--- src/rtl/issue_rat_redeemer_pkg.sv ---
// rtl/issue_rat_redeemer_pkg.sv - shared widths, depth and entry type for the RAT redeemer
package issue_rat_redeemer_pkg;

    localparam int PRF_W = 6;
    localparam int FGR_W = 4;
    localparam int DEPTH = 16;
    localparam int IDX_W = $clog2(DEPTH);
    localparam int PTR_W = IDX_W + 1;

    typedef struct packed {
        logic [PRF_W-1:0] prf;
        logic [FGR_W-1:0] fgr;
        logic             spec;
        logic             live;
    } rat_entry_t;

    // Pointers carry a wrap bit above the index so full and empty are distinguishable.
    function automatic logic ptr_full(input logic [PTR_W-1:0] wr, input logic [PTR_W-1:0] rd);
        return (wr[IDX_W-1:0] == rd[IDX_W-1:0]) && (wr[IDX_W] != rd[IDX_W]);
    endfunction

endpackage

--- src/rtl/issue_rat_redeemer_outreg.sv ---
// rtl/issue_rat_redeemer_outreg.sv - single-entry valid/ready register feeding the freelist
module issue_rat_redeemer_outreg
    import issue_rat_redeemer_pkg::*;
(
    input  logic             clk,
    input  logic             reset,
    input  logic             i_load,
    input  logic [PRF_W-1:0] i_data,
    input  logic             i_ready,
    output logic             o_can_load,
    output logic             o_valid,
    output logic [PRF_W-1:0] o_data
);

    logic             valid_q, valid_d;
    logic [PRF_W-1:0] data_q,  data_d;

    assign o_can_load = !valid_q || i_ready;

    always_comb begin
        valid_d = valid_q;
        data_d  = data_q;
        if (i_load) begin
            valid_d = 1'b1;
            data_d  = i_data;
        end else if (valid_q && i_ready) begin
            valid_d = 1'b0;
        end
    end

    always_ff @(posedge clk or posedge reset) begin
        if (reset) begin
            valid_q <= 1'b0;
            data_q  <= '0;
        end else begin
            valid_q <= valid_d;
            data_q  <= data_d;
        end
    end

    assign o_valid = valid_q;
    assign o_data  = data_q;

endmodule

--- src/rtl/issue_rat_redeemer.sv ---
// rtl/issue_rat_redeemer.sv - in-order queue of displaced PRFs redeemed once their FGR commits
// Optional ISSUE_RAT_REDEEMER_ENQ_BYPASS_EN lets a full queue accept when its head pops.
module issue_rat_redeemer
    import issue_rat_redeemer_pkg::*;
(
    input  logic             clk,
    input  logic             reset,
    input  logic [PRF_W-1:0] i_enq_prf,
    input  logic [FGR_W-1:0] i_enq_fgr,
    input  logic             i_enq_speculative,
    input  logic             i_enq_valid,
    output logic             o_enq_ready,
    input  logic [FGR_W-1:0] i_commit_fgr,
    input  logic             i_commit_valid,
    input  logic [FGR_W-1:0] i_abandon_fgr,
    input  logic             i_abandon_valid,
    input  logic             i_retire_valid,
    output logic             o_retire_ready,
    output logic [PRF_W-1:0] o_redeemed_prf,
    output logic             o_redeemed_valid,
    input  logic             i_redeemed_ready
);

    rat_entry_t       entries_q [DEPTH];
    rat_entry_t       entries_d [DEPTH];
    logic [PTR_W-1:0] wr_ptr_q, wr_ptr_d;
    logic [PTR_W-1:0] rd_ptr_q, rd_ptr_d;

    logic             empty, full;
    rat_entry_t       head;
    logic             head_drop, retire_fire, pop, enq_fire, out_can_load;
    logic [IDX_W-1:0] wr_idx;

    assign wr_idx = wr_ptr_q[IDX_W-1:0];
    assign empty  = (wr_ptr_q == rd_ptr_q);
    assign full   = ptr_full(wr_ptr_q, rd_ptr_q);
    assign head   = entries_q[rd_ptr_q[IDX_W-1:0]];

    // Killed entries drain from the head on their own; they never reach the freelist.
    assign head_drop      = !empty && !head.live;
    assign o_retire_ready = !empty && head.live && !head.spec && out_can_load;
    assign retire_fire    = i_retire_valid && o_retire_ready;
    assign pop            = head_drop || retire_fire;

`ifdef ISSUE_RAT_REDEEMER_ENQ_BYPASS_EN
    assign o_enq_ready = !full || pop;
`else
    assign o_enq_ready = !full;
`endif

    assign enq_fire = i_enq_valid && o_enq_ready;

    always_comb begin
        entries_d = entries_q;
        for (int i = 0; i < DEPTH; i++) begin
            if (i_commit_valid && entries_q[i].live && (entries_q[i].fgr == i_commit_fgr)) begin
                entries_d[i].spec = 1'b0;
            end
            // Applied after commit so a simultaneous abandon of the same FGR kills the entry.
            if (i_abandon_valid && (entries_q[i].fgr == i_abandon_fgr)) begin
                entries_d[i].live = 1'b0;
            end
        end
        if (enq_fire) begin
            entries_d[wr_idx].prf  = i_enq_prf;
            entries_d[wr_idx].fgr  = i_enq_fgr;
            entries_d[wr_idx].spec = i_enq_speculative &&
                                     !(i_commit_valid && (i_commit_fgr == i_enq_fgr));
            entries_d[wr_idx].live = !(i_abandon_valid && (i_abandon_fgr == i_enq_fgr));
        end
    end

    always_comb begin
        wr_ptr_d = wr_ptr_q;
        rd_ptr_d = rd_ptr_q;
        if (enq_fire) begin
            wr_ptr_d = wr_ptr_q + PTR_W'(1);
        end
        if (pop) begin
            rd_ptr_d = rd_ptr_q + PTR_W'(1);
        end
    end

    always_ff @(posedge clk or posedge reset) begin
        if (reset) begin
            wr_ptr_q <= '0;
            rd_ptr_q <= '0;
            for (int i = 0; i < DEPTH; i++) begin
                entries_q[i] <= '0;
            end
        end else begin
            wr_ptr_q <= wr_ptr_d;
            rd_ptr_q <= rd_ptr_d;
            for (int i = 0; i < DEPTH; i++) begin
                entries_q[i] <= entries_d[i];
            end
        end
    end

    issue_rat_redeemer_outreg u_outreg (
        .clk        (clk),
        .reset      (reset),
        .i_load     (retire_fire),
        .i_data     (head.prf),
        .i_ready    (i_redeemed_ready),
        .o_can_load (out_can_load),
        .o_valid    (o_redeemed_valid),
        .o_data     (o_redeemed_prf)
    );

endmodule

--- config.mk ---
export PLATFORM = sky130hd
export DESIGN_NAME = issue_rat_redeemer
export DESIGN_NICKNAME = d
export VERILOG_FILES = /design/src/rtl/issue_rat_redeemer_pkg.sv /design/src/rtl/issue_rat_redeemer_outreg.sv /design/src/rtl/issue_rat_redeemer.sv
export SDC_FILE = /design/constraint.sdc
export NUM_CORES = 1
export LEC_CHECK = 0
export ABC_AREA = 1
export BUFFER_PORTS_ARGS = -buffer_cell sky130_fd_sc_hd__buf_2
export CORE_ASPECT_RATIO = 1.2
export CORE_MARGIN = 2
export CORE_UTILIZATION = 55
export CTS_CLUSTER_DIAMETER = 150
export DETAILED_ROUTE_END_ITERATION = 7
export PLACE_DENSITY = 0.68
export SYNTH_ARGS = -nofsm -noshare
export SYNTH_HDL_FRONTEND = slang
export SYNTH_HIERARCHICAL = 1
export SYNTH_SLANG_ARGS = --single-unit
--- constraint.sdc ---
create_clock -name clk -period 9.46 [get_ports clk]
set_clock_uncertainty 0.2 [all_clocks]
set_input_delay 1.419 -clock clk [delete_from_list [all_inputs] [get_ports clk]]
set_output_delay 1.419 -clock clk [all_outputs]
set_load 0.02 [all_outputs]
Word-level counts from Yosys, hierarchy flattened
Index checks and enable logic that the tools add are counted.
{"block": "word_totals", "ff_bits": 209, "inputBits": 26}
{"block": "op_classes", "n_mux": 50, "magnitude_cmp": 3, "bitwise_logic": 2, "n_eq_ne": 37, "add_sub_neg": 2, "reduce_logical": 70}
{"cell": "bitwise mux 192 bit", "n": 4}
{"cell": "demux 12 bit (select 4 bit)", "n": 4}
{"cell": "2-to-1 mux 182 bit", "n": 1}
{"cell": "equality test 4 bit", "n": 35}
{"cell": "logical AND 1 bit", "n": 60}
{"cell": "binary-select mux 12 bit (select 4 bit)", "n": 1}
{"cell": "2-to-1 mux 12 bit", "n": 3}
{"cell": "2-to-1 mux 1 bit", "n": 35}
{"cell": "adder 5 x 1 -> 5 bit (second input constant)", "n": 2}
{"cell": ">= comparator 5 bit (second input constant)", "n": 2}
{"cell": "NOT 4 -> 5 bit", "n": 2}
{"cell": "zero test 1 bit", "n": 7}
{"cell": "2-to-1 mux 6 bit", "n": 1}
{"cell": "equality test 5 bit", "n": 1}
{"cell": "less-than comparator 5 x 1 -> 1 bit (second input constant)", "n": 1}
{"cell": "logical OR 1 bit", "n": 2}
{"cell": "2-to-1 mux 2 bit", "n": 1}
{"cell": "nonzero test 2 bit", "n": 1}
{"cell": "!= test 1 bit", "n": 1}

Longest topological paths before layout
{"block": "logic_depth", "word_depth": 10, "ltp_mapped": 14, "mapped_depth_nobuf": 13}

By module
The synthesis kept the hierarchy.
{"module": "issue_rat_redeemer", "seq_area_each_um2": 5054.8, "cells_each": 1274, "area_each_um2": 10762.8, "instances": 1}
{"module": "issue_rat_redeemer_outreg", "seq_area_each_um2": 175.2, "cells_each": 30, "area_each_um2": 261.5, "instances": 1}

Least setup slack after synthesis
No wires, ideal clock.
{"block": "synth_path", "path_kind": "input to output", "startpoint": "input port i_redeemed_ready", "endpoint": "output port o_retire_ready", "path_buffers": 0, "t_required_ns": 7.841, "stages": 6, "slack_ns": 5.932, "t_arrival_ns": 1.909, "path_cell_list": "inv_1 nand2_1 nand2_1 nor2_1 nand3_1 inv_1"}
{"block": "synth_between", "elab_chain_cells": 2}
{"item": "start: declaration", "line": "issue_rat_redeemer.sv:21", "text": "input logic i_redeemed_ready"}
{"item": "logical OR 1 bit", "line": "issue_rat_redeemer_outreg.sv:18", "text": "assign o_can_load = !valid_q || i_ready;"}
{"item": "named net out_can_load", "line": "issue_rat_redeemer.sv:31", "text": "logic head_drop, retire_fire, pop, enq_fire, out_can_load;"}
{"item": "logical AND 1 bit", "line": "issue_rat_redeemer.sv:41", "text": "assign o_retire_ready = !empty && head.live && !head.spec && out_can_load;"}
{"item": "end: declaration", "line": "issue_rat_redeemer.sv:18", "text": "output logic o_retire_ready,"}
The timed path passes the listed nets, and every way through them passes these cells.

Worst setup path in the final report
{"block": "layout_path", "startpoint": "register rd_ptr_q[0]", "endpoint": "output port o_retire_ready"}
{"block": "layout_between", "elab_chain_cells": 7, "word_cells_on_any_way": 10, "cone_classes": "eq/ne: 1; mux: 3; bitwise: 1; reduce/logical: 5"}
{"item": "start: declaration", "line": "issue_rat_redeemer.sv:27", "text": "logic [PTR_W-1:0] rd_ptr_q, rd_ptr_d;"}
{"item": "start signal: assignment", "line": "issue_rat_redeemer.sv:93", "text": "rd_ptr_q <= rd_ptr_d;"}
{"item": "NOT 4 -> 5 bit (implied by the code)", "line": "issue_rat_redeemer.sv:37", "text": "assign head = entries_q[rd_ptr_q[IDX_W-1:0]];"}
{"item": "binary-select mux 12 bit (select 4 bit)", "line": "issue_rat_redeemer.sv:37"}
{"item": "2-to-1 mux 12 bit (implied by the code) (2 in series)", "line": "issue_rat_redeemer.sv:37"}
{"item": "logical AND 1 bit / zero test 1 bit (equally long branches)", "line": "issue_rat_redeemer.sv:41"}
{"item": "logical AND 1 bit (*) (2 in series)", "line": "issue_rat_redeemer.sv:41"}
Mark *: on every way between the ends. The rest lies on a longest branch, timed or not. The select of a mux whose other input is x is not followed.

==> impl_metrics.yaml <==
outcome:
  result_of_the_run: "finished, final reports clean"
placed_design:
  globalplace.congestion: 0.870
  post-place-cells: 1510
  detailedPlacementHpwl_mm: 19.3
  io_buffer_count: 34
logic_synthesis:
  avg_inst_size_synth_um2: 8.45
  synth-seq-area-share: 0.474
  synth_nets: 1335
  synth-edff-count: 0
  synth.ff_latch_count: 209
  syn-instance-count: 1304
  asyncSetResetFlopFracSynth: 1.00
  yosys.area.top_type: "sky130_fd_sc_hd__dfrtp_1"
  ys.warnings.count: 6
  synthTopCellsByArea: "sky130_fd_sc_hd__dfrtp_1, sky130_fd_sc_hd__nand2_1, sky130_fd_sc_hd__o21ai_0"
  synth_cell_types: 44
  top_reg_cell_synth: "sky130_fd_sc_hd__dfrtp_1"
  yosysTopAreaCellShare: 0.474
  post_synthesis_instance_area_um2: 11000
critical_path:
  critical_path_rt_ns: 7.84
  endpoint_kind_of_the_worst_setup_timing_path: "primary output"
  crit_type: "reg2out"
  setup.worst_path.start_class: "flop"
  critical_path_arrival_ns: 3.17
  crit_path_max_fanout: 70
clock_network:
  hold_buffers: 0
  h-tree-depth: 1
  cts_root_buffer: "sky130_fd_sc_hd__clkbuf_16"
  tritoncts: "built"
  clkTransAtPathRegs_ns: 0.06
  numClockSinks: 209
  worst_skew_pair.late_latency_ns: 0.51
  cts-buffers-inserted: 23
  ctsResizeCount: 0
  cts_post_setup_buffers_inserted: 0
  clk_path_buf_depth: 3
min_path:
  worstHoldPathType: "reg2reg"
die:
  floorplan.rows: 56
  floorplan_die_area_um2: 21200
  initial_core_util: 0.562
  die_x_um: 133
  die_y_um: 159
  core_area_um2: 19600
  num_io_pins: 35
timing:
  grt_setup_unrepaired: "no"
  max-slew-margin-rel: 0.288
  finalSetupViolCount: 0
  timing.final.crit_share: 0.506
  maximum_achievable_frequency_mhz: 209
  final_critical_delay_including_setup_and_external_delays_ns: 4.79
  final.setup.tns_ns: 0
  hold_viol_final: 0
  worst_slew_pin_slew_ns: 1.07
  slew_violations: 0
run:
  maxCapViolations: 0
power_and_ir_drop:
  static-leakage-power_nw: 5.39
  power.density_nw_per_um2: 346
  vdd_drop_max_v: 0.000213
drt:
  met3_length_mm: 1.61
  route.detailed.vias_per_inst: 6.04
  dr_wl_met2_mm: 15.0
  drt-pass1-iter-count: 5
  detail_route.wirelength_mm: 30.7
  drc_errors: 0
  initialDrtViolationCount: 932
  antenna_left: 0
  met1Wirelength_mm: 12.8
  routed.top_layer: "met4"
  routed-via-count: 9365
  post_drt_wl_per_cell_um: 19.8
grt:
  maximum_number_of_pins_on_one_net_before_global_route_repair: 149
  overflow: 0
  antenna_found_initial: 0
  gr-usage-all-layers: 0.294
  grt_first_pass_wirelength_mm: 49.7
  grt_pass1_vias: 9098
layout:
  ff_latch_area_um2: 5230
  filler_cell_count: 1773
  multi_input_area_um2: 4970
  final_nets: 1305
  antenna_diodes: 0
  final_instance_count_without_filler_cells: 1550
  share_of_final_layout_standard_cells_stronger_than_drive_strength_1: 0.116
  layout-area-overhead-vs-synth_pct: 7.33
[through the flow]
stage	area, um2	worst slack (ns)	util	hold WS, ns	power [mW]
after floorplan	11000	2.33	-	0.248	2.81
after global placement	11100	5.35	0.565	0.254	3.14
after global routing	11800	4.49	0.603	0.290	4.40
after detailed placement	11100	5.30	0.565	0.260	3.19
final	11800	4.67	0.603	0.269	4.09
after CTS	11800	4.75	0.603	0.274	4.09
[report_power, final]
part	switching, mW	internal (mW)
clock network	0.363	0.526
logic	1.00	0.577
registers	0.328	1.29
[Yosys cell counts, types with 19 or more instances]
library cell,n
sky130_fd_sc_hd__a211oi_1,31
sky130_fd_sc_hd__a21oi_1,25
sky130_fd_sc_hd__buf_2,25
sky130_fd_sc_hd__clkbuf_1,47
sky130_fd_sc_hd__dfrtp_1,209
sky130_fd_sc_hd__inv_1,77
sky130_fd_sc_hd__nand2_1,279
sky130_fd_sc_hd__nand3_1,75
sky130_fd_sc_hd__nor2_1,65
sky130_fd_sc_hd__o21ai_0,166
sky130_fd_sc_hd__o21ai_1,66
sky130_fd_sc_hd__o21ai_2,33
sky130_fd_sc_hd__o22ai_1,55
sky130_fd_sc_hd__xnor2_1,25
sky130_fd_sc_hd__xor2_1,19
[placed cells by master, fill, tap and decap left out, types with 7 or more instances in the layout]
master and instances:
sky130_fd_sc_hd__nor2_1 65, sky130_fd_sc_hd__o21ai_2 33, sky130_fd_sc_hd__o221ai_1 9, sky130_fd_sc_hd__dfrtp_1 208
sky130_fd_sc_hd__nand2_1 279, sky130_fd_sc_hd__nand4_1 8, sky130_fd_sc_hd__inv_1 76, sky130_fd_sc_hd__o21ai_0 166
sky130_fd_sc_hd__nand4_4 7, sky130_fd_sc_hd__a221oi_1 11, sky130_fd_sc_hd__xor2_1 19, sky130_fd_sc_hd__o21ai_1 66
sky130_fd_sc_hd__a21oi_1 25, sky130_fd_sc_hd__xnor2_1 25, sky130_fd_sc_hd__buf_2 34, sky130_fd_sc_hd__nand3_1 75
sky130_fd_sc_hd__a211oi_1 31, sky130_fd_sc_hd__o22ai_1 55, sky130_fd_sc_hd__clkbuf_8 7, sky130_fd_sc_hd__clkbuf_16 23
[path summary, 6_finish.rpt]
| path | endpoint | slack, ns | startpoint | cells past startpoint |
|---|---|---|---|---|
| max | o_retire_ready | 4.67 | rd_ptr_q[0]$_DFFE_PP0P_ | 11 |
| min | u_outreg/o_data[3]$_DFFE_PP0P_ | 0.27 | u_outreg/o_data[3]$_DFFE_PP0P_ | 2 |
| max reg2reg | flop | 5.70 | rd_ptr_q[0]$_DFFE_PP0P_ | 10 |
| min reg2reg | u_outreg/o_data[3]$_DFFE_PP0P_ | 0.27 | u_outreg/o_data[3]$_DFFE_PP0P_ | 2 |
| max in group asynchronous | rd_ptr_q[0]$_DFFE_PP0P_ | 6.81 | reset | 3 |
| min in group asynchronous | u_outreg/o_valid$_DFFE_PP0P_ | 0.73 | reset | 2 |
[per-layer routing]
metal	GRT usage	vias to the layer above
met3	0.0344	96
met1	0.377	4531
met4	0.118	0
met2	0.510	314
li1	-	4424
met5	0	-
[critical path: stages, from the launching register on]
cell and delay, ns:
sky130_fd_sc_hd__dfrtp_2 0.39, sky130_fd_sc_hd__buf_4 0.35, sky130_fd_sc_hd__inv_2 0.85, sky130_fd_sc_hd__nand2_1 0.10, sky130_fd_sc_hd__nand2_1 0.12, sky130_fd_sc_hd__nor2_2 0.06, sky130_fd_sc_hd__nand3_1 0.10, sky130_fd_sc_hd__nand2_1 0.05
sky130_fd_sc_hd__nor2_1 0.16, sky130_fd_sc_hd__nand3_1 0.17, sky130_fd_sc_hd__inv_1 0.08, sky130_fd_sc_hd__buf_2 0.15
[final cells by class]
| class | count | area share |
|---|---|---|
| Timing Repair Buffer | 40 | 0.0182 |
| Tap cell | 261 | 0.0276 |
| Multi-Input combinational cell | 913 | 0.420 |
| Clock inverter | 7 | 0.00529 |
| Sequential cell | 209 | 0.442 |
| Clock buffer | 33 | 0.0577 |
| Inverter | 87 | 0.0293 |
[logic make-up after synthesis]
family                     count (synthesis)  synth area share
AOI/OAI and AO/OA                        408             0.220
DFF                                      209             0.474
xor gates and xnor gates                  44            0.0350
buffers and inverters                    182            0.0750
and+or+nand+nor                          456             0.190
adders and majority gates                  5           0.00567
Power figures use the tool's default switching activity.
